===== config.mk =====
export PLATFORM = sky130hd
export DESIGN_NAME = mips_wb_arbiter_flat
export DESIGN_NICKNAME = d
export VERILOG_FILES = /design/src/rtl/mips_wb_pkg.sv /design/src/rtl/mips_wb_arbiter_if.sv /design/src/rtl/mips_wb_fifo.sv /design/src/rtl/mips_wb_arbiter.sv /design/src/flat_wrapper.sv
export SDC_FILE = /design/constraint.sdc
export NUM_CORES = 1
export LEC_CHECK = 0
export ABC_CLOCK_PERIOD_IN_PS = 4010
export CAP_MARGIN = 15
export CORE_ASPECT_RATIO = 1.1
export CORE_UTILIZATION = 57
export DETAILED_ROUTE_END_ITERATION = 10
export PLACE_DENSITY = 0.93
export SLEW_MARGIN = 20
export SYNTH_ARGS = -nofsm -noshare
export SYNTH_HDL_FRONTEND = slang
export SYNTH_SLANG_ARGS = --single-unit

===== constraint.sdc =====
create_clock -name Clk -period 4.01 [get_ports Clk]
set_input_delay 0.6015 -clock Clk [delete_from_list [all_inputs] [get_ports Clk]]
set_output_delay 0.6015 -clock Clk [all_outputs]
set_load 0.02 [all_outputs]

===== src/rtl/mips_wb_pkg.sv =====
// mips_wb_pkg: shared widths, default queue depth and queue-entry record for the writeback arbiter
package mips_wb_pkg;
    localparam int ADDR_W     = 5;
    localparam int DATA_W     = 32;
    localparam int NREG       = 1 << ADDR_W;
    localparam int QDEPTH_DEF = 4;
    // Wide enough to hold a count of 16 for the largest supported depth
    localparam int CNT_W      = 5;

    typedef struct packed {
        logic [ADDR_W-1:0] adr;
        logic [DATA_W-1:0] data;
    } wb_entry_t;
endpackage


===== src/rtl/mips_wb_arbiter_if.sv =====
// mips_wb_arbiter_if: writeback arbiter bus bundle
//   master: pipeline/mul-div/issue requests in, register-file write and status out (testbench side)
//   slave : the arbiter's view of the same signals
interface mips_wb_arbiter_if;
    import mips_wb_pkg::*;
    logic              PipeWE;
    logic [ADDR_W-1:0] PipeWAdr;
    logic [DATA_W-1:0] PipeData;
    logic              MdValid;
    logic [ADDR_W-1:0] MdAdr;
    logic [DATA_W-1:0] MdData;
    logic              MdReady;
    logic              IssueValid;
    logic [ADDR_W-1:0] IssueAdr;
    logic              WE;
    logic [ADDR_W-1:0] WD;
    logic [DATA_W-1:0] Din;
    logic [NREG-1:0]   Pending;
    logic [CNT_W-1:0]  QCount;

    modport master (
        output PipeWE, PipeWAdr, PipeData, MdValid, MdAdr, MdData, IssueValid, IssueAdr,
        input  MdReady, WE, WD, Din, Pending, QCount
    );

    modport slave (
        input  PipeWE, PipeWAdr, PipeData, MdValid, MdAdr, MdData, IssueValid, IssueAdr,
        output MdReady, WE, WD, Din, Pending, QCount
    );
endinterface


===== src/rtl/mips_wb_fifo.sv =====
// mips_wb_fifo: synchronous count-based FIFO holding queued multiply/divide writebacks
//   clk, rst       : clock, synchronous active-high reset
//   i_push, i_data : enqueue request and entry (ignored when full)
//   i_pop          : dequeue request (ignored when empty)
//   o_head         : entry at the read pointer
//   o_count        : occupancy
module mips_wb_fifo
    import mips_wb_pkg::*;
#(
    parameter int DEPTH = QDEPTH_DEF
) (
    input  logic             clk,
    input  logic             rst,
    input  logic             i_push,
    input  wb_entry_t        i_data,
    input  logic             i_pop,
    output wb_entry_t        o_head,
    output logic [CNT_W-1:0] o_count
);
    localparam int PW = $clog2(DEPTH);
    localparam logic [CNT_W-1:0] FULL = CNT_W'(DEPTH);

    wb_entry_t        r_mem [DEPTH];
    logic [PW-1:0]    r_wr;
    logic [PW-1:0]    r_rd;
    logic [CNT_W-1:0] r_count;
    logic             w_push;
    logic             w_pop;

    assign w_push  = i_push && (r_count != FULL);
    assign w_pop   = i_pop && (r_count != '0);
    assign o_head  = r_mem[r_rd];
    assign o_count = r_count;

    // Power-of-two depth lets the pointers wrap by natural overflow
    always_ff @(posedge clk) begin
        if (rst) begin
            r_wr    <= '0;
            r_rd    <= '0;
            r_count <= '0;
        end else begin
            r_wr    <= w_push ? r_wr + PW'(1) : r_wr;
            r_rd    <= w_pop ? r_rd + PW'(1) : r_rd;
            r_count <= r_count + CNT_W'(w_push) - CNT_W'(w_pop);
        end
    end

    always_ff @(posedge clk) begin
        if (w_push) r_mem[r_wr] <= i_data;
    end
endmodule


===== src/rtl/mips_wb_arbiter.sv =====
// mips_wb_arbiter: merges pipeline and queued multiply/divide writebacks onto one register-file write port
//   Clk, Rst : clock, synchronous active-high reset
//   bus      : slave modport; pipeline/Md/issue requests in, WE/WD/Din, MdReady, Pending, QCount out
module mips_wb_arbiter
    import mips_wb_pkg::*;
#(
    parameter int QDEPTH = QDEPTH_DEF
) (
    input  logic              Clk,
    input  logic              Rst,
    mips_wb_arbiter_if.slave  bus
);
    localparam logic [CNT_W-1:0] FULL = CNT_W'(QDEPTH);
    localparam logic [NREG-1:0]  ONE  = NREG'(1);

    logic              w_pipe;
    logic              w_pop;
    logic              w_push;
    wb_entry_t         w_md;
    wb_entry_t         w_head;
    logic [CNT_W-1:0]  w_count;
    logic [NREG-1:0]   w_set;
    logic [NREG-1:0]   w_clr;
    logic              r_we;
    logic [ADDR_W-1:0] r_wd;
    logic [DATA_W-1:0] r_din;
    logic [NREG-1:0]   r_pending;

    // Writes to $0 are dropped, so they neither take the port nor block a pop
    assign w_pipe = bus.PipeWE && (bus.PipeWAdr != '0);
    assign w_pop  = !w_pipe && (w_count != '0);
    // $0 results are acknowledged but never stored
    assign w_push = bus.MdValid && bus.MdReady && (bus.MdAdr != '0);
    assign w_md   = '{adr: bus.MdAdr, data: bus.MdData};
    assign w_set  = bus.IssueValid ? ONE << bus.IssueAdr : '0;
    assign w_clr  = w_pop ? ONE << w_head.adr : '0;

    // Readiness comes from the registered count so a full queue refuses even while popping
    assign bus.MdReady = w_count < FULL;
    assign bus.QCount  = w_count;
    assign bus.WE      = r_we;
    assign bus.WD      = r_wd;
    assign bus.Din     = r_din;
    assign bus.Pending = r_pending;

    mips_wb_fifo #(.DEPTH(QDEPTH)) u_fifo (
        .clk     (Clk),
        .rst     (Rst),
        .i_push  (w_push),
        .i_data  (w_md),
        .i_pop   (w_pop),
        .o_head  (w_head),
        .o_count (w_count)
    );

    always_ff @(posedge Clk) begin
        if (Rst) begin
            r_we      <= 1'b0;
            r_wd      <= '0;
            r_din     <= '0;
            r_pending <= '0;
        end else begin
            r_we  <= w_pipe || w_pop;
            r_wd  <= w_pipe ? bus.PipeWAdr : (w_pop ? w_head.adr : r_wd);
            r_din <= w_pipe ? bus.PipeData : (w_pop ? w_head.data : r_din);
            // Set after clear so a re-issue to the draining register stays pending; $0 never pends
            r_pending <= ((r_pending & ~w_clr) | w_set) & ~ONE;
        end
    end
endmodule

===== src/flat_wrapper.sv =====
// flat-port wrapper written by rule: the top's interface ports become plain ports
module mips_wb_arbiter_flat import mips_wb_pkg::*;
#(
    parameter int QDEPTH = QDEPTH_DEF
)
  (Clk, Rst, bus_PipeWE, bus_PipeWAdr, bus_PipeData, bus_MdValid, bus_MdAdr, bus_MdData, bus_IssueValid, bus_IssueAdr, bus_MdReady, bus_WE, bus_WD, bus_Din, bus_Pending, bus_QCount);
  mips_wb_arbiter_if bus_i ();
  input  logic Clk;
  input  logic Rst;
  input wire logic [$bits(bus_i.PipeWE)-1:0] bus_PipeWE;
  input wire logic [$bits(bus_i.PipeWAdr)-1:0] bus_PipeWAdr;
  input wire logic [$bits(bus_i.PipeData)-1:0] bus_PipeData;
  input wire logic [$bits(bus_i.MdValid)-1:0] bus_MdValid;
  input wire logic [$bits(bus_i.MdAdr)-1:0] bus_MdAdr;
  input wire logic [$bits(bus_i.MdData)-1:0] bus_MdData;
  input wire logic [$bits(bus_i.IssueValid)-1:0] bus_IssueValid;
  input wire logic [$bits(bus_i.IssueAdr)-1:0] bus_IssueAdr;
  output wire logic [$bits(bus_i.MdReady)-1:0] bus_MdReady;
  output wire logic [$bits(bus_i.WE)-1:0] bus_WE;
  output wire logic [$bits(bus_i.WD)-1:0] bus_WD;
  output wire logic [$bits(bus_i.Din)-1:0] bus_Din;
  output wire logic [$bits(bus_i.Pending)-1:0] bus_Pending;
  output wire logic [$bits(bus_i.QCount)-1:0] bus_QCount;
  assign bus_i.PipeWE = bus_PipeWE;
  assign bus_i.PipeWAdr = bus_PipeWAdr;
  assign bus_i.PipeData = bus_PipeData;
  assign bus_i.MdValid = bus_MdValid;
  assign bus_i.MdAdr = bus_MdAdr;
  assign bus_i.MdData = bus_MdData;
  assign bus_i.IssueValid = bus_IssueValid;
  assign bus_i.IssueAdr = bus_IssueAdr;
  assign bus_MdReady = bus_i.MdReady;
  assign bus_WE = bus_i.WE;
  assign bus_WD = bus_i.WD;
  assign bus_Din = bus_i.Din;
  assign bus_Pending = bus_i.Pending;
  assign bus_QCount = bus_i.QCount;
  mips_wb_arbiter #(.QDEPTH(QDEPTH)) u_core (.Clk(Clk), .Rst(Rst), .bus(bus_i));
endmodule

Word-level counts from Yosys, hierarchy flattened
Memories as Yosys holds them, arrays and structs flattened. A register that Yosys moved wholly into a read port is not among the register bits.
Index checks and enable logic that the tools add are counted.
{"block": "word_totals", "reg_bits": 79, "elab_cells": 42, "in_bits": 84, "mem_bits_rw": 148, "mem_count": 1, "out_inout_bits": 76}
{"memory": "u_core.u_fifo.r_mem", "depth": 4, "width": 37, "rd": 1, "rd_clocked_by_memory_dff": 1, "wr": 1, "line_no": "mips_wb_fifo.sv:23", "rtl": "wb_entry_t r_mem [DEPTH];"}
{"block": "classes", "n_eq_ne": 1, "shift": 2, "n_addsub": 4, "mux": 10, "n_bitwise": 3, "n_reduce_logical": 12, "magnitude_cmp": 1}
{"cell": "32-bit 2-to-1 mux", "n": 4}
{"cell": "1-bit by 5-bit << shifter with 32-bit output, first input constant", "n": 2}
{"cell": "32-bit AND", "n": 1}
{"cell": "32-bit inverter", "n": 1}
{"cell": "32-bit OR", "n": 1}
{"cell": "5-bit nonzero test", "n": 3}
{"cell": "5-bit 2-to-1 mux", "n": 2}
{"cell": "1-bit logical AND", "n": 6}
{"cell": "5-bit by 1-bit adder with 5-bit output", "n": 1}
{"cell": "5-bit by 3-bit less-than comparator with 1-bit output, second input constant", "n": 1}
{"cell": "5-bit by 3-bit != test with 1-bit output, second input constant", "n": 1}
{"cell": "5-bit by 1-bit subtractor with 5-bit output", "n": 1}
{"cell": "2-bit by 1-bit adder with 2-bit output, second input constant", "n": 2}
{"cell": "2-bit 2-to-1 mux", "n": 2}
{"cell": "1-bit 2-to-1 mux", "n": 2}
{"cell": "2-bit nonzero test", "n": 1}
{"cell": "1-bit logical NOT", "n": 1}
{"cell": "1-bit logical OR", "n": 1}

Logic depth before layout (Yosys ltp)
Gate-level depths: netlist of run 1.
{"block": "logic_depth", "ltp_word": 8, "depth_mapped": 13, "mapped_depth_nobuf": 13}

Cells and area by module
From an unflattened synthesis of run 1, not the netlist that was laid out.
{"block": "hier_totals", "hier_cells": 660, "hier_area_um2": 9228.9}
{"mod": "mips_wb_fifo", "instances": 1, "seq_area_each_um2": 4664.5, "area_per_inst_um2": 6065.8, "cells_each": 264}
{"mod": "mips_wb_arbiter", "instances": 1, "seq_area_each_um2": 1381.3, "area_per_inst_um2": 3163.0, "cells_each": 396}

Least setup slack after synthesis of run 1
Ideal clock, no wire load.
{"block": "synth_path", "kind": "register -> register", "startpoint": "register u_core.u_fifo.r_count[2], in the netlist u_core.u_fifo.o_count[2]", "endpoint": "register u_core.u_fifo.r_count[4], in the netlist u_core.u_fifo.o_count[4]", "path_buffers": 0, "arrival_time_ns": 2.733, "path_stages_with_launch": 13, "period_less_slack_ns": 2.860, "setup_ns": 0.128, "setup_slack_ns": 1.150, "t_required_ns": 3.882, "cell_sequence": "dfxtp_1 -> inv_1 -> ha_1 -> or4b_2 -> and3_1 -> ha_1 -> inv_1 -> ha_1 -> fa_1 -> a21oi_1 -> o21bai_1 -> xor2_1 -> nor2_1"}
{"block": "synth_between", "word_cells_on_any_way": 10, "cone_classes": "add/sub (2); order compare (1); eq/ne (1); reduce/logical (6)"}
{"item": "start: declaration", "line_no": "mips_wb_fifo.sv:26", "rtl": "logic [CNT_W-1:0] r_count;"}
{"item": "start signal: assignment", "line_no": "mips_wb_fifo.sv:44", "rtl": "r_count <= r_count + CNT_W'(w_push) - CNT_W'(w_pop);"}
{"item": "5-bit nonzero test *", "line_no": "mips_wb_fifo.sv:31, mips_wb_arbiter.sv:31"}
{"item": "1-bit logical AND", "line_no": "mips_wb_arbiter.sv:31", "rtl": "assign w_pop = !w_pipe && (w_count != '0);"}
{"item": "1-bit logical AND *", "line_no": "mips_wb_fifo.sv:31", "rtl": "assign w_pop = i_pop && (r_count != '0);"}
{"item": "net u_core.u_fifo.w_pop", "line_no": "mips_wb_fifo.sv:28", "rtl": "logic w_pop;"}
{"item": "5-bit by 1-bit subtractor with 5-bit output *", "line_no": "mips_wb_fifo.sv:44"}
The timed path passes the listed nets; every way through them passes the cells marked *.
A chain may end at the register's enable or synchronous reset.

Worst setup path in the final report of run 1
Same ends and word-level chain as after synthesis.

==> metrics.txt, run 1 <==
# TYPE chip_impl_metric gauge
chip_impl_info{name="result_of_the_run",value="finished, final reports clean"} 1
chip_impl_metric{name="timing_max_transition_violations_final",unit=""} 0
chip_impl_metric{name="proportion_of_register_bits_with_asynchronous_set_or_reset_after_synthesis",unit="%"} 0
chip_impl_info{name="endpoint_kind",value="flip-flop"} 1
chip_impl_metric{name="synth_nets",unit=""} 740
chip_impl_metric{name="firstDrtPassIters",unit=""} 5
chip_impl_metric{name="port_buffers",unit=""} 158
chip_impl_metric{name="max-clock-path-buffers",unit=""} 3
chip_impl_metric{name="place_worst_setup_slack",unit="ns"} 0.545
chip_impl_metric{name="synth.distinct_cells",unit=""} 48
chip_impl_metric{name="worstRegToRegCells",unit=""} 12
chip_impl_metric{name="die_h",unit="um"} 134
chip_impl_metric{name="floorplan.io_pins",unit=""} 160
chip_impl_metric{name="row_count",unit=""} 47
chip_impl_info{name="post-synth-top-area-cell",value="edfxtp_1"} 1
chip_impl_info{name="critical_path.slowest_cell",value="or4b_2"} 1
chip_impl_info{name="timing.critical_path.cells",value="inv_1, ha_1, or4b_2, and3_1, ha_1, inv_1, ha_1, fa_1, a21oi_1, o21bai_1, xor2_1, nor2_1"} 1
chip_impl_metric{name="p_total",unit="mW"} 6.68
chip_impl_metric{name="syn_area_per_cell",unit="sq um"} 14.0
chip_impl_metric{name="drt_wl_total",unit="um"} 22500
chip_impl_metric{name="post_synth_inst_count",unit=""} 644
chip_impl_metric{name="peak_supply_drop",unit="mV"} 0.378
chip_impl_metric{name="clock_h_tree_levels",unit=""} 1
chip_impl_metric{name="timing.final.hold_violations",unit=""} 0
chip_impl_metric{name="timing_worst_slew_pin_value",unit="ns"} 1.02
chip_impl_info{name="netlist_top_cells_area",value="edfxtp_1 (49%), dfxtp_1 (18%), mux4_2 (9.2%)"} 1
chip_impl_metric{name="globalRoute.totalOverflow",unit=""} 0
chip_impl_metric{name="min_period_over_period",unit="%"} 75.1
chip_impl_metric{name="synth_edf_count",unit=""} 148
chip_impl_metric{name="holdBufCountCts",unit=""} 0
chip_impl_metric{name="grt_max_degree",unit=""} 45
chip_impl_metric{name="whs",unit="ns"} 0.472
chip_impl_info{name="worst_hold_path_type",value="flip-flop to flip-flop"} 1
chip_impl_info{name="worstSetupPathType",value="flip-flop to flip-flop"} 1
chip_impl_metric{name="final.setup.tns",unit="ns"} 0
chip_impl_metric{name="cts.repair_timing.setup_buffer_count",unit=""} 0
chip_impl_metric{name="power_per_cell_area",unit="nW/um^2"} 588
chip_impl_metric{name="dpl_cell_area",unit="sq um"} 10700
chip_impl_metric{name="critical_path.max_fanout",unit=""} 5
chip_impl_metric{name="cts.clk_slew.worst_paths",unit="ns"} 0.06
chip_impl_metric{name="synth_top_area_share",unit="%"} 49.3
chip_impl_metric{name="layout.cell_area.non_filler",unit="sq um"} 11400
chip_impl_metric{name="max-cap-violations",unit=""} 0
chip_impl_metric{name="route.detailed.wl_per_inst",unit="um"} 22.4
chip_impl_metric{name="design.core.area",unit="sq um"} 15200
chip_impl_metric{name="setup_viol",unit=""} 0
chip_impl_metric{name="crit_path_max_incr_delay",unit="ns"} 0.62
chip_impl_info{name="startpoint_type",value="flip-flop"} 1
chip_impl_metric{name="area_delta_synth_final",unit="%"} 25.9
chip_impl_metric{name="p_leak",unit="nW"} 3.78
chip_impl_info{name="crit_family",value="adder cells"} 1
chip_impl_metric{name="slew_headroom",unit="%"} 31.8
chip_impl_metric{name="cts-buffers-inserted",unit=""} 21
chip_impl_metric{name="cp.buffers_inverters",unit=""} 2
chip_impl_metric{name="timing.critical_path.depth",unit=""} 12
chip_impl_metric{name="tritoncts_num_sinks",unit=""} 228
chip_impl_metric{name="drt_drc_violations_left",unit=""} 0
chip_impl_metric{name="drt_iter0_drc",unit=""} 647
chip_impl_metric{name="final_clock_skew",unit="ns"} 0.0158
chip_impl_metric{name="final_antenna_net_count",unit=""} 0
chip_impl_metric{name="period_needed",unit="ns"} 3.01
chip_impl_info{name="yosysMostFrequentCell",value="edfxtp_1"} 1
chip_impl_metric{name="cp.required",unit="ns"} 4.37
chip_impl_metric{name="fp.dieW",unit="um"} 122
chip_impl_metric{name="initial_utilization",unit="%"} 59.2
chip_impl_metric{name="antennaDiodeCount",unit=""} 0
chip_impl_metric{name="num_vias",unit=""} 6248
chip_impl_info{name="synthTopCellsByCount",value="edfxtp_1 (148), dfxtp_1 (80), nand2_1 (72), a21oi_1 (70), nor2_1 (53)"} 1
chip_impl_info{name="cts_root_cell",value="clkbuf_16"} 1
chip_impl_metric{name="whs_path_depth",unit=""} 2
chip_impl_metric{name="nNetsFinal",unit=""} 887
chip_impl_metric{name="gr-usage-all-layers",unit="%"} 27.8
chip_impl_metric{name="clock_latency",unit="ns"} 0.50
chip_impl_metric{name="synth-seq-area-share",unit="%"} 67.0
chip_impl_info{name="grt_setup_unrepaired",value="no"} 1
chip_impl_metric{name="grt_first_pass_wirelength",unit="um"} 34000
chip_impl_metric{name="hpwlAfterDp",unit="um"} 13900
chip_impl_metric{name="cp_data_arrival_time",unit="ns"} 3.38
chip_impl_metric{name="synth.cell_area",unit="sq um"} 9020
chip_impl_metric{name="max_freq",unit="GHz"} 0.332
chip_impl_info{name="cts_tree",value="built"} 1
chip_impl_info{name="critical_path.most_common_cell",value="ha_1"} 1
chip_impl_info{name="synth_top_flop_cell",value="edfxtp_1"} 1
chip_impl_metric{name="cts_resized",unit=""} 0
chip_impl_metric{name="vias_per_cell",unit=""} 6.24
chip_impl_metric{name="yosys_warnings",unit=""} 0
chip_impl_metric{name="gp_routability_congestion",unit=""} 0.865
chip_impl_metric{name="initial_antenna_violation_count",unit=""} 0
chip_impl_metric{name="layout-drive-gt1-share",unit="%"} 11.2
chip_impl_metric{name="grt_pass1_vias",unit=""} 6260
chip_impl_metric{name="die_area",unit="sq um"} 16300
chip_impl_metric{name="ys_ff_latch",unit=""} 228
chip_impl_metric{name="fin_ws",unit="ns"} 0.997
==> flip-flops by register name, summed over array words and instances, names as in the netlist, named ones only <==
register / flops
u_core.u_fifo.o_count: 5
u_core.bus.WE: 1
u_core.bus.Pending: 31
u_core.bus.WD: 5
u_core.u_fifo.r_mem: 148
u_core.bus.Din: 32
u_core.u_fifo.r_rd: 2
u_core.u_fifo.r_wr: 2
==> cell families (layout without fill, tap and decap cells) <==
group	after synthesis	count (layout)	share of synthesized area (%)
buffers and inverters	50	212	2.39
multiplexers	39	39	9.46
AO/OA/AOI/OAI	147	147	10.8
other	1	1	0.0416
flip-flops	228	228	67.0
adder cells (fa/ha/maj)	12	12	1.75
XOR/XNOR	6	6	0.583
AND/OR/NAND/NOR	161	161	7.96
==> path summary, 6_finish.rpt <==
kind | from | to | slack [ns]
worst max-delay path | u_core.u_fifo.o_count[2]$_SDFF_PP0_ | u_core.u_fifo.o_count[4]$_SDFF_PP0_ | 1.0
worst min-delay path | u_core.bus.Pending[24]$_SDFF_PP0_ | u_core.bus.Pending[24]$_SDFF_PP0_ | 0.47
worst max register to register | u_core.u_fifo.o_count[2]$_SDFF_PP0_ | u_core.u_fifo.o_count[4]$_SDFF_PP0_ | 1.0
worst min register to register | u_core.bus.Pending[24]$_SDFF_PP0_ | u_core.bus.Pending[24]$_SDFF_PP0_ | 0.47
==> stage by stage <==
stage | util (%) | instances
after floorplan | - | 644
after global placement | 70.4 | 964
after detailed placement | 70.4 | 964
after CTS | 74.6 | 1002
after global routing | 74.6 | 1002
final | 74.6 | 1002
==> per-layer routing <==
| metal | up-vias | part of all wire (%) | track usage [%] |
|---|---|---|---|
| li1 | 2735 | - | - |
| met1 | 3064 | 36 | 33.3 |
| met2 | 390 | 52 | 49.4 |
| met3 | 59 | 8.3 | 5.27 |
| met4 | 0 | 3.1 | 10.1 |
| met5 | - | 0 | 0 |
==> power breakdown <==
| group | internal [mW] | switching, mW |
|---|---|---|
| Sequential | 2.80 | 0.170 |
| Clock | 1.02 | 0.819 |
| Combinational | 0.787 | 1.08 |
| Total | 4.61 | 2.07 |
==> cell type report <==
cell class              count  area, sq um
clock inverters             9         46.3
flip-flops and latches    228         6050
repair buffers            164         1620
clock buffers              29          586
multi-input cells         366         2770
inverters                  10         37.5
fillers                   853         3870
well taps                 196          245
==> placed cells by master, fill, tap and decap left out, drive strengths merged, types with 6 or more instances in the layout <==
cell type,count
and2,6
edfxtp,148
clkbuf,29
inv,11
nor2b,8
mux4,37
nor2,53
a211oi,35
buf,7
ha,11
dfxtp,80
o31ai,16
clkdlybuf4s50,157
a311oi,12
nand2,72
clkinv,8
a21oi,70
==> tightest hold or removal path: stages, from the launching register on <==
cell and delay [ns]:
dfxtp_1 0.31, o31ai_1 0.06, a21oi_1 0.06
(Power assumes the default switching activity.)
==> run 2, diff against run 1 <==
--- a/config.mk
+++ b/config.mk
@@ -5,12 +5,12 @@
 export SDC_FILE = /design/constraint.sdc
 export NUM_CORES = 1
 export LEC_CHECK = 0
-export ABC_CLOCK_PERIOD_IN_PS = 4010
+export ABC_CLOCK_PERIOD_IN_PS = 3040
 export CAP_MARGIN = 15
 export CORE_ASPECT_RATIO = 1.1
-export CORE_UTILIZATION = 57
+export CORE_UTILIZATION = 53
 export DETAILED_ROUTE_END_ITERATION = 10
-export PLACE_DENSITY = 0.93
+export PLACE_DENSITY = 0.88
 export SLEW_MARGIN = 20
 export SYNTH_ARGS = -nofsm -noshare
 export SYNTH_HDL_FRONTEND = slang
==> constraint.sdc (replaced) <==
create_clock -name Clk -period 3.04 [get_ports Clk]
set_input_delay 0.456 -clock Clk [delete_from_list [all_inputs] [get_ports Clk]]
set_output_delay 0.456 -clock Clk [all_outputs]
set_load 0.02 [all_outputs]
==> run 2 against run 1 <==
Sequential power is 31% higher. Wire length is 1.3% higher. Design area is 3.0% higher. Sequential share of layout area is 1.6 points lower. Total power is 41% higher. Largest power group unchanged. Critical path depth stayed put. Combinational power is 37% higher. Largest cell class unchanged. Non-clock buffer count is 19 higher. Core utilization is 3.6 points lower. Critical path type unchanged. Worst setup slack worse by 0.79 ns.
==> metrics.txt, run 2 (synthesis results as in run 1) <==
# TYPE chip_impl_metric gauge
chip_impl_metric{name="hpwlAfterDp",unit="um"} 14000
chip_impl_info{name="startpoint_type",value="flip-flop"} 1
chip_impl_metric{name="holdBufCountCts",unit=""} 0
chip_impl_info{name="critical_path.slowest_cell",value="or4b_2"} 1
chip_impl_info{name="most_frequent_cells_in_the_layout",value="clkdlybuf4s50_1 (157), edfxtp_1 (148), dfxtp_1 (78)"} 1
chip_impl_metric{name="timing.final.hold_violations",unit=""} 0
chip_impl_info{name="endpoint_kind",value="flip-flop"} 1
chip_impl_info{name="grt_setup_unrepaired",value="no"} 1
chip_impl_metric{name="fin_ws",unit="ns"} 0.203
chip_impl_metric{name="final_clock_skew",unit="ns"} 0.0122
chip_impl_metric{name="max-clock-path-buffers",unit=""} 3
chip_impl_metric{name="max-cap-violations",unit=""} 0
chip_impl_metric{name="cp_data_arrival_time",unit="ns"} 3.22
chip_impl_metric{name="max_freq",unit="GHz"} 0.352
chip_impl_metric{name="total_switching_power",unit="mW"} 2.82
chip_impl_metric{name="setup_viol",unit=""} 0
chip_impl_metric{name="area_delta_synth_final",unit="%"} 29.7
chip_impl_metric{name="die_area",unit="sq um"} 17500
chip_impl_metric{name="cp.required",unit="ns"} 3.42
chip_impl_metric{name="slew_headroom",unit="%"} 39.3
chip_impl_metric{name="tritoncts_num_sinks",unit=""} 228
chip_impl_metric{name="timing_worst_slew_pin_value",unit="ns"} 0.911
chip_impl_metric{name="floorplan.io_pins",unit=""} 160
chip_impl_metric{name="clock_h_tree_levels",unit=""} 1
chip_impl_metric{name="largest_register_ffs",unit=""} 148
chip_impl_metric{name="cts-buffers-inserted",unit=""} 23
chip_impl_metric{name="period_needed",unit="ns"} 2.84
chip_impl_metric{name="drt_drc_violations_left",unit=""} 0
chip_impl_metric{name="power.share.combinational",unit="%"} 27.2
chip_impl_metric{name="whs",unit="ns"} 0.309
chip_impl_metric{name="num_vias",unit=""} 6225
chip_impl_metric{name="firstDrtPassIters",unit=""} 5
chip_impl_metric{name="die_h",unit="um"} 139
chip_impl_metric{name="layout-drive-gt1-share",unit="%"} 13.9
chip_impl_info{name="cts_tree",value="built"} 1
chip_impl_info{name="worst_hold_path_type",value="primary input to flip-flop"} 1
chip_impl_metric{name="net_sw_share",unit="%"} 30.1
chip_impl_metric{name="initial_utilization",unit="%"} 54.7
chip_impl_metric{name="grt_first_pass_wirelength",unit="um"} 35200
chip_impl_metric{name="nNetsFinal",unit=""} 908
chip_impl_metric{name="design.core.area",unit="sq um"} 16500
chip_impl_info{name="cts_root_cell",value="clkbuf_16"} 1
chip_impl_metric{name="min_period_over_period",unit="%"} 93.3
chip_impl_metric{name="peak_supply_drop",unit="mV"} 0.632
chip_impl_info{name="largest_register_by_flop_count",value="u_core.u_fifo.r_mem"} 1
chip_impl_info{name="worstSetupPathType",value="flip-flop to flip-flop"} 1
chip_impl_info{name="critical_path.most_common_cell",value="ha_1"} 1
chip_impl_metric{name="drt_iter0_drc",unit=""} 609
chip_impl_metric{name="fp.dieW",unit="um"} 126
chip_impl_metric{name="gr-usage-all-layers",unit="%"} 26.4
chip_impl_metric{name="seqPwrFrac",unit="%"} 41.5
chip_impl_metric{name="port_buffers",unit=""} 158
chip_impl_metric{name="final.setup.tns",unit="ns"} 0
chip_impl_metric{name="postLayoutCoreUtil",unit="%"} 71.0
chip_impl_info{name="timing.critical_path.cells",value="inv_2, ha_2, or4b_2, and3_4, ha_1, inv_1, ha_1, fa_2, a21oi_1, o21bai_1, xor2_1, nor2_1"} 1
chip_impl_metric{name="row_count",unit=""} 49
chip_impl_metric{name="grt_max_degree",unit=""} 40
chip_impl_metric{name="vias_per_cell",unit=""} 6.03
chip_impl_metric{name="fillCellCount",unit=""} 1033
chip_impl_metric{name="timing_max_transition_violations_final",unit=""} 0
chip_impl_metric{name="p_leak",unit="nW"} 3.94
chip_impl_metric{name="cp.buffers_inverters",unit=""} 2
chip_impl_metric{name="clock_latency",unit="ns"} 0.51
chip_impl_metric{name="cellInternalPower",unit="mW"} 6.57
chip_impl_metric{name="antennaDiodeCount",unit=""} 0
chip_impl_metric{name="final_antenna_net_count",unit=""} 0
chip_impl_metric{name="route.detailed.wl_per_inst",unit="um"} 22.0
chip_impl_metric{name="gp_routability_congestion",unit=""} 0.832
chip_impl_metric{name="initial_antenna_violation_count",unit=""} 0
chip_impl_metric{name="dpl_cell_area",unit="sq um"} 10900
chip_impl_metric{name="drt_wl_total",unit="um"} 22800
chip_impl_metric{name="grt_pass1_vias",unit=""} 6323
chip_impl_info{name="layout.cells.most_common",value="clkdlybuf4s50_1"} 1
chip_impl_info{name="result_of_the_run",value="finished, final reports clean"} 1
chip_impl_metric{name="critical_path.max_fanout",unit=""} 5
chip_impl_metric{name="globalRoute.totalOverflow",unit=""} 0
chip_impl_metric{name="place_worst_setup_slack",unit="ns"} -0.150
chip_impl_metric{name="layout.cell_area.non_filler",unit="sq um"} 11700
chip_impl_metric{name="power.share.clock",unit="%"} 31.3
chip_impl_metric{name="crit_path_max_incr_delay",unit="ns"} 0.61
chip_impl_metric{name="cts.clk_slew.worst_paths",unit="ns"} 0.06
chip_impl_info{name="crit_family",value="adder cells"} 1
chip_impl_metric{name="power_per_cell_area",unit="nW/um^2"} 803
## run 2: cell types whose count changed in the layout (fill, tap and decap cells not counted), moves of 2 or more
| cell | delta |
|---|---|
| buf_12 | +2 |
| buf_4 | +17 |
| bufinv_16 | +4 |
| clkbuf_16 | +2 |
| clkinv_2 | -5 |
## run 2: path summary, 6_finish.rpt
path	depth (start not counted)	to	slack [ns]	start
max	12	u_core.u_fifo.o_count[4]$_SDFF_PP0_	0.20	u_core.u_fifo.o_count[2]$_SDFF_PP0_
min	2	u_core.bus.Pending[24]$_SDFF_PP0_	0.31	Rst
max reg2reg	12	u_core.u_fifo.o_count[4]$_SDFF_PP0_	0.20	u_core.u_fifo.o_count[2]$_SDFF_PP0_
min reg2reg	2	u_core.bus.Pending[16]$_SDFF_PP0_	0.48	u_core.bus.Pending[16]$_SDFF_PP0_
## run 2: area by class of cell
type	instances	area (sq um)	share of cell area (%)
well taps	204	255	2.18
clock inverters	11	165	1.41
repair buffers	183	1790	15.3
inverters	10	37.5	0.321
flip-flops and latches	228	6050	51.7
multi-input cells	366	2780	23.8
clock buffers	30	622	5.31
## run 2: timing repair
action,4_1_cts,5_1_grt
buffers inserted,0,0
setup endpoints to repair,0,2
gates resized for setup,0,4
## run 2: layer usage
layer	vias up	track usage [%]	wire length, um
li1	2781	-	-
met1	3060	33.7	8760
met2	343	45.1	11700
met3	41	4.59	1750
met4	0	10.1	584
met5	-	0	0
## run 2: through the flow
step / total power [mW] / cells
2_1_floorplan: 5.47 / 644
3_3_place_gp: 6.35 / 991
3_5_place_dp: 6.43 / 991
4_1_cts: 9.40 / 1032
5_1_grt: 9.75 / 1032
6_report: 9.39 / 1032
## run 2: power groups by stage
stage,Clock [mW],Sequential (mW),Combinational [mW]
after CTS,2.95,3.89,2.55
after floorplan,0,4.03,1.43
after global placement,0,3.92,2.43
after detailed placement,0,3.94,2.49
final,2.94,3.89,2.56
after global routing,3.08,3.93,2.74
==> run 3, diff against run 2 <==
--- a/config.mk
+++ b/config.mk
@@ -5,12 +5,12 @@
 export SDC_FILE = /design/constraint.sdc
 export NUM_CORES = 1
 export LEC_CHECK = 0
-export ABC_CLOCK_PERIOD_IN_PS = 3040
-export CAP_MARGIN = 15
+export ABC_CLOCK_PERIOD_IN_PS = 3500
 export CORE_ASPECT_RATIO = 1.1
-export CORE_UTILIZATION = 53
+export CORE_UTILIZATION = 57
 export DETAILED_ROUTE_END_ITERATION = 10
-export PLACE_DENSITY = 0.88
+export PLACE_DENSITY = 0.93
+export RECOVER_POWER = 25
 export SLEW_MARGIN = 20
 export SYNTH_ARGS = -nofsm -noshare
 export SYNTH_HDL_FRONTEND = slang
==> constraint.sdc (replaced) <==
create_clock -name Clk -period 3.5 [get_ports Clk]
set_input_delay 0.525 -clock Clk [delete_from_list [all_inputs] [get_ports Clk]]
set_output_delay 0.525 -clock Clk [all_outputs]
set_load 0.02 [all_outputs]
==> run 3 against run 2 <==
Clock skew is 0.00077 ns higher. Final cell count is 2.4% lower. Wire length is 3.6% higher. Core utilization is 4.5 points higher. Non-clock buffer count is 18 lower. Critical path depth stayed put.
==> metrics.txt, run 3 (synthesis results as in run 1) <==
# TYPE chip_impl_metric gauge
chip_impl_metric{name="design.core.area",unit="sq um"} 15200
chip_impl_metric{name="max_freq",unit="GHz"} 0.338
chip_impl_info{name="startpoint_type",value="flip-flop"} 1
chip_impl_metric{name="critical_path.max_fanout",unit=""} 5
chip_impl_metric{name="p_leak",unit="nW"} 3.84
chip_impl_info{name="critical_path.most_common_cell",value="ha_1"} 1
chip_impl_metric{name="timing_max_transition_violations_final",unit=""} 0
chip_impl_metric{name="grt_max_degree",unit=""} 53
chip_impl_metric{name="clock_latency",unit="ns"} 0.51
chip_impl_metric{name="area_delta_synth_final",unit="%"} 27.4
chip_impl_metric{name="drt_wl_total",unit="um"} 23600
chip_impl_metric{name="die_h",unit="um"} 134
chip_impl_metric{name="num_vias",unit=""} 6405
chip_impl_info{name="timing.critical_path.cells",value="inv_1, ha_1, or4b_2, and3_1, ha_1, inv_1, ha_1, fa_1, a21oi_1, o21bai_1, xor2_1, nor2_1"} 1
chip_impl_metric{name="drt_iter0_drc",unit=""} 641
chip_impl_metric{name="postLayoutCoreUtil",unit="%"} 75.5
chip_impl_metric{name="cts.repair_timing.setup_buffer_count",unit=""} 0
chip_impl_metric{name="whs",unit="ns"} 0.473
chip_impl_metric{name="gr-usage-all-layers",unit="%"} 29.2
chip_impl_info{name="most_frequent_cells_in_the_layout",value="edfxtp_1 (148), clkdlybuf4s50_1 (127), dfxtp_1 (78)"} 1
chip_impl_metric{name="final_antenna_net_count",unit=""} 0
chip_impl_metric{name="cp.buffers_inverters",unit=""} 2
chip_impl_metric{name="cts-buffers-inserted",unit=""} 22
chip_impl_metric{name="gp_routability_congestion",unit=""} 0.858
chip_impl_metric{name="grt_pass1_vias",unit=""} 6456
chip_impl_metric{name="finish.cell_count_without_fillers",unit=""} 1007
chip_impl_metric{name="port_buffers",unit=""} 158
chip_impl_metric{name="cp_data_arrival_time",unit="ns"} 3.33
chip_impl_metric{name="peak_supply_drop",unit="mV"} 0.567
chip_impl_metric{name="power_per_cell_area",unit="nW/um^2"} 697
chip_impl_metric{name="row_count",unit=""} 47
chip_impl_metric{name="drt_drc_violations_left",unit=""} 0
chip_impl_metric{name="layout-drive-gt1-share",unit="%"} 11.5
chip_impl_metric{name="holdBufCountCts",unit=""} 0
chip_impl_info{name="worstSetupPathType",value="flip-flop to flip-flop"} 1
chip_impl_metric{name="final.setup.tns",unit="ns"} 0
chip_impl_metric{name="crit_path_max_incr_delay",unit="ns"} 0.61
chip_impl_metric{name="nNetsFinal",unit=""} 889
chip_impl_metric{name="largest_register_ffs",unit=""} 148
chip_impl_metric{name="period_needed",unit="ns"} 2.96
chip_impl_metric{name="fp.dieW",unit="um"} 122
chip_impl_metric{name="max-cap-violations",unit=""} 0
chip_impl_metric{name="setup_viol",unit=""} 0
chip_impl_info{name="cts_tree",value="built"} 1
chip_impl_metric{name="initial_antenna_violation_count",unit=""} 4
chip_impl_info{name="largest_register_by_flop_count",value="u_core.u_fifo.r_mem"} 1
chip_impl_metric{name="route.detailed.wl_per_inst",unit="um"} 23.4
chip_impl_info{name="layout.cells.most_common",value="edfxtp_1"} 1
chip_impl_info{name="result_of_the_run",value="finished, final reports clean"} 1
chip_impl_metric{name="die_area",unit="sq um"} 16300
chip_impl_metric{name="dp.cells",unit=""} 965
chip_impl_metric{name="initial_utilization",unit="%"} 59.2
chip_impl_info{name="critical_path.slowest_cell",value="or4b_2"} 1
chip_impl_metric{name="cp.required",unit="ns"} 3.87
chip_impl_metric{name="globalRoute.totalOverflow",unit=""} 0
chip_impl_metric{name="min_period_over_period",unit="%"} 84.4
chip_impl_metric{name="slew_headroom",unit="%"} 29.2
chip_impl_metric{name="max-clock-path-buffers",unit=""} 3
chip_impl_metric{name="clock_h_tree_levels",unit=""} 1
chip_impl_metric{name="floorplan.io_pins",unit=""} 160
chip_impl_info{name="worst_hold_path_type",value="flip-flop to flip-flop"} 1
chip_impl_info{name="endpoint_kind",value="flip-flop"} 1
chip_impl_metric{name="timing_worst_slew_pin_value",unit="ns"} 1.06
chip_impl_info{name="cts_root_cell",value="clkbuf_16"} 1
chip_impl_metric{name="cts_resized",unit=""} 0
chip_impl_info{name="grt_setup_unrepaired",value="no"} 1
chip_impl_metric{name="hpwlAfterDp",unit="um"} 14800
chip_impl_metric{name="p_total",unit="mW"} 8.01
chip_impl_metric{name="firstDrtPassIters",unit=""} 5
chip_impl_metric{name="timing.final.hold_violations",unit=""} 0
chip_impl_metric{name="vias_per_cell",unit=""} 6.36
chip_impl_metric{name="cts.clk_slew.worst_paths",unit="ns"} 0.06
chip_impl_info{name="crit_family",value="adder cells"} 1
chip_impl_metric{name="final_clock_skew",unit="ns"} 0.0130
chip_impl_metric{name="grt_first_pass_wirelength",unit="um"} 35600
chip_impl_metric{name="tritoncts_num_sinks",unit=""} 228
run 3: cell types whose count changed in the layout (fill, tap and decap cells not counted), sizes merged:
cell	change
clkbuf	-4
clkinv	+5
clkinvlp	-1
bufinv	-1
clkdlybuf4s50	-30
diode	+2
dlygate4sd3	+30
buf	-18
run 3: final cells by class:
cell class	instances	area [sq um]
Inverter	10	37.5
Timing Repair Buffer	165	1630
Clock buffer	26	597
Fill cell	844	3740
Sequential cell	228	6050
Multi-Input combinational cell	366	2770
Antenna cell	2	5.00
Tap cell	196	245
Clock inverter	14	156
run 3: final timing paths:
path	startpoint	endpoint	slack, ns	depth (start not counted)
max	u_core.u_fifo.o_count[2]$_SDFF_PP0_	u_core.u_fifo.o_count[4]$_SDFF_PP0_	0.54	12
min reg2reg	u_core.bus.Pending[24]$_SDFF_PP0_	u_core.bus.Pending[24]$_SDFF_PP0_	0.47	2
min	u_core.bus.Pending[24]$_SDFF_PP0_	u_core.bus.Pending[24]$_SDFF_PP0_	0.47	2
max reg2reg	u_core.u_fifo.o_count[2]$_SDFF_PP0_	u_core.u_fifo.o_count[4]$_SDFF_PP0_	0.54	12
run 3: through the flow:
step,setup slack (ns),instance area [sq um]
2_1_floorplan,0.640,9020
3_3_place_gp,0.230,10700
3_5_place_dp,0.125,10700
4_1_cts,0.545,11500
5_1_grt,0.351,11500
6_report,0.545,11500
run 3: metal layers:
layer | routed length [um] | GRT usage, % | part of all wire [%] | vias to the layer above
li1 | - | - | - | 2749
met3 | 1810 | 5.06 | 7.7 | 90
met2 | 12100 | 51.0 | 51 | 419
met4 | 1030 | 12.9 | 4.4 | 2
met5 | 8 | 0 | 0.034 | -
met1 | 8590 | 35.2 | 36 | 3145
run 3: where the power goes:
| group | internal (mW) | leakage (nW) | switching, mW |
|---|---|---|---|
| clock network | 1.45 | 0.366 | 1.01 |
| registers | 3.20 | 2.00 | 0.198 |
| logic | 0.899 | 1.48 | 1.26 |
| total | 5.55 | 3.84 | 2.46 |
run 3: worst reg2reg max path: stages, from the launching register on:
cell and delay, ns:
dfxtp_1 0.34, inv_1 0.09, ha_1 0.18, or4b_2 0.61
and3_1 0.21, ha_1 0.28, inv_1 0.04, ha_1 0.20
fa_1 0.43, a21oi_1 0.17, o21bai_1 0.09, xor2_1 0.13
nor2_1 0.06
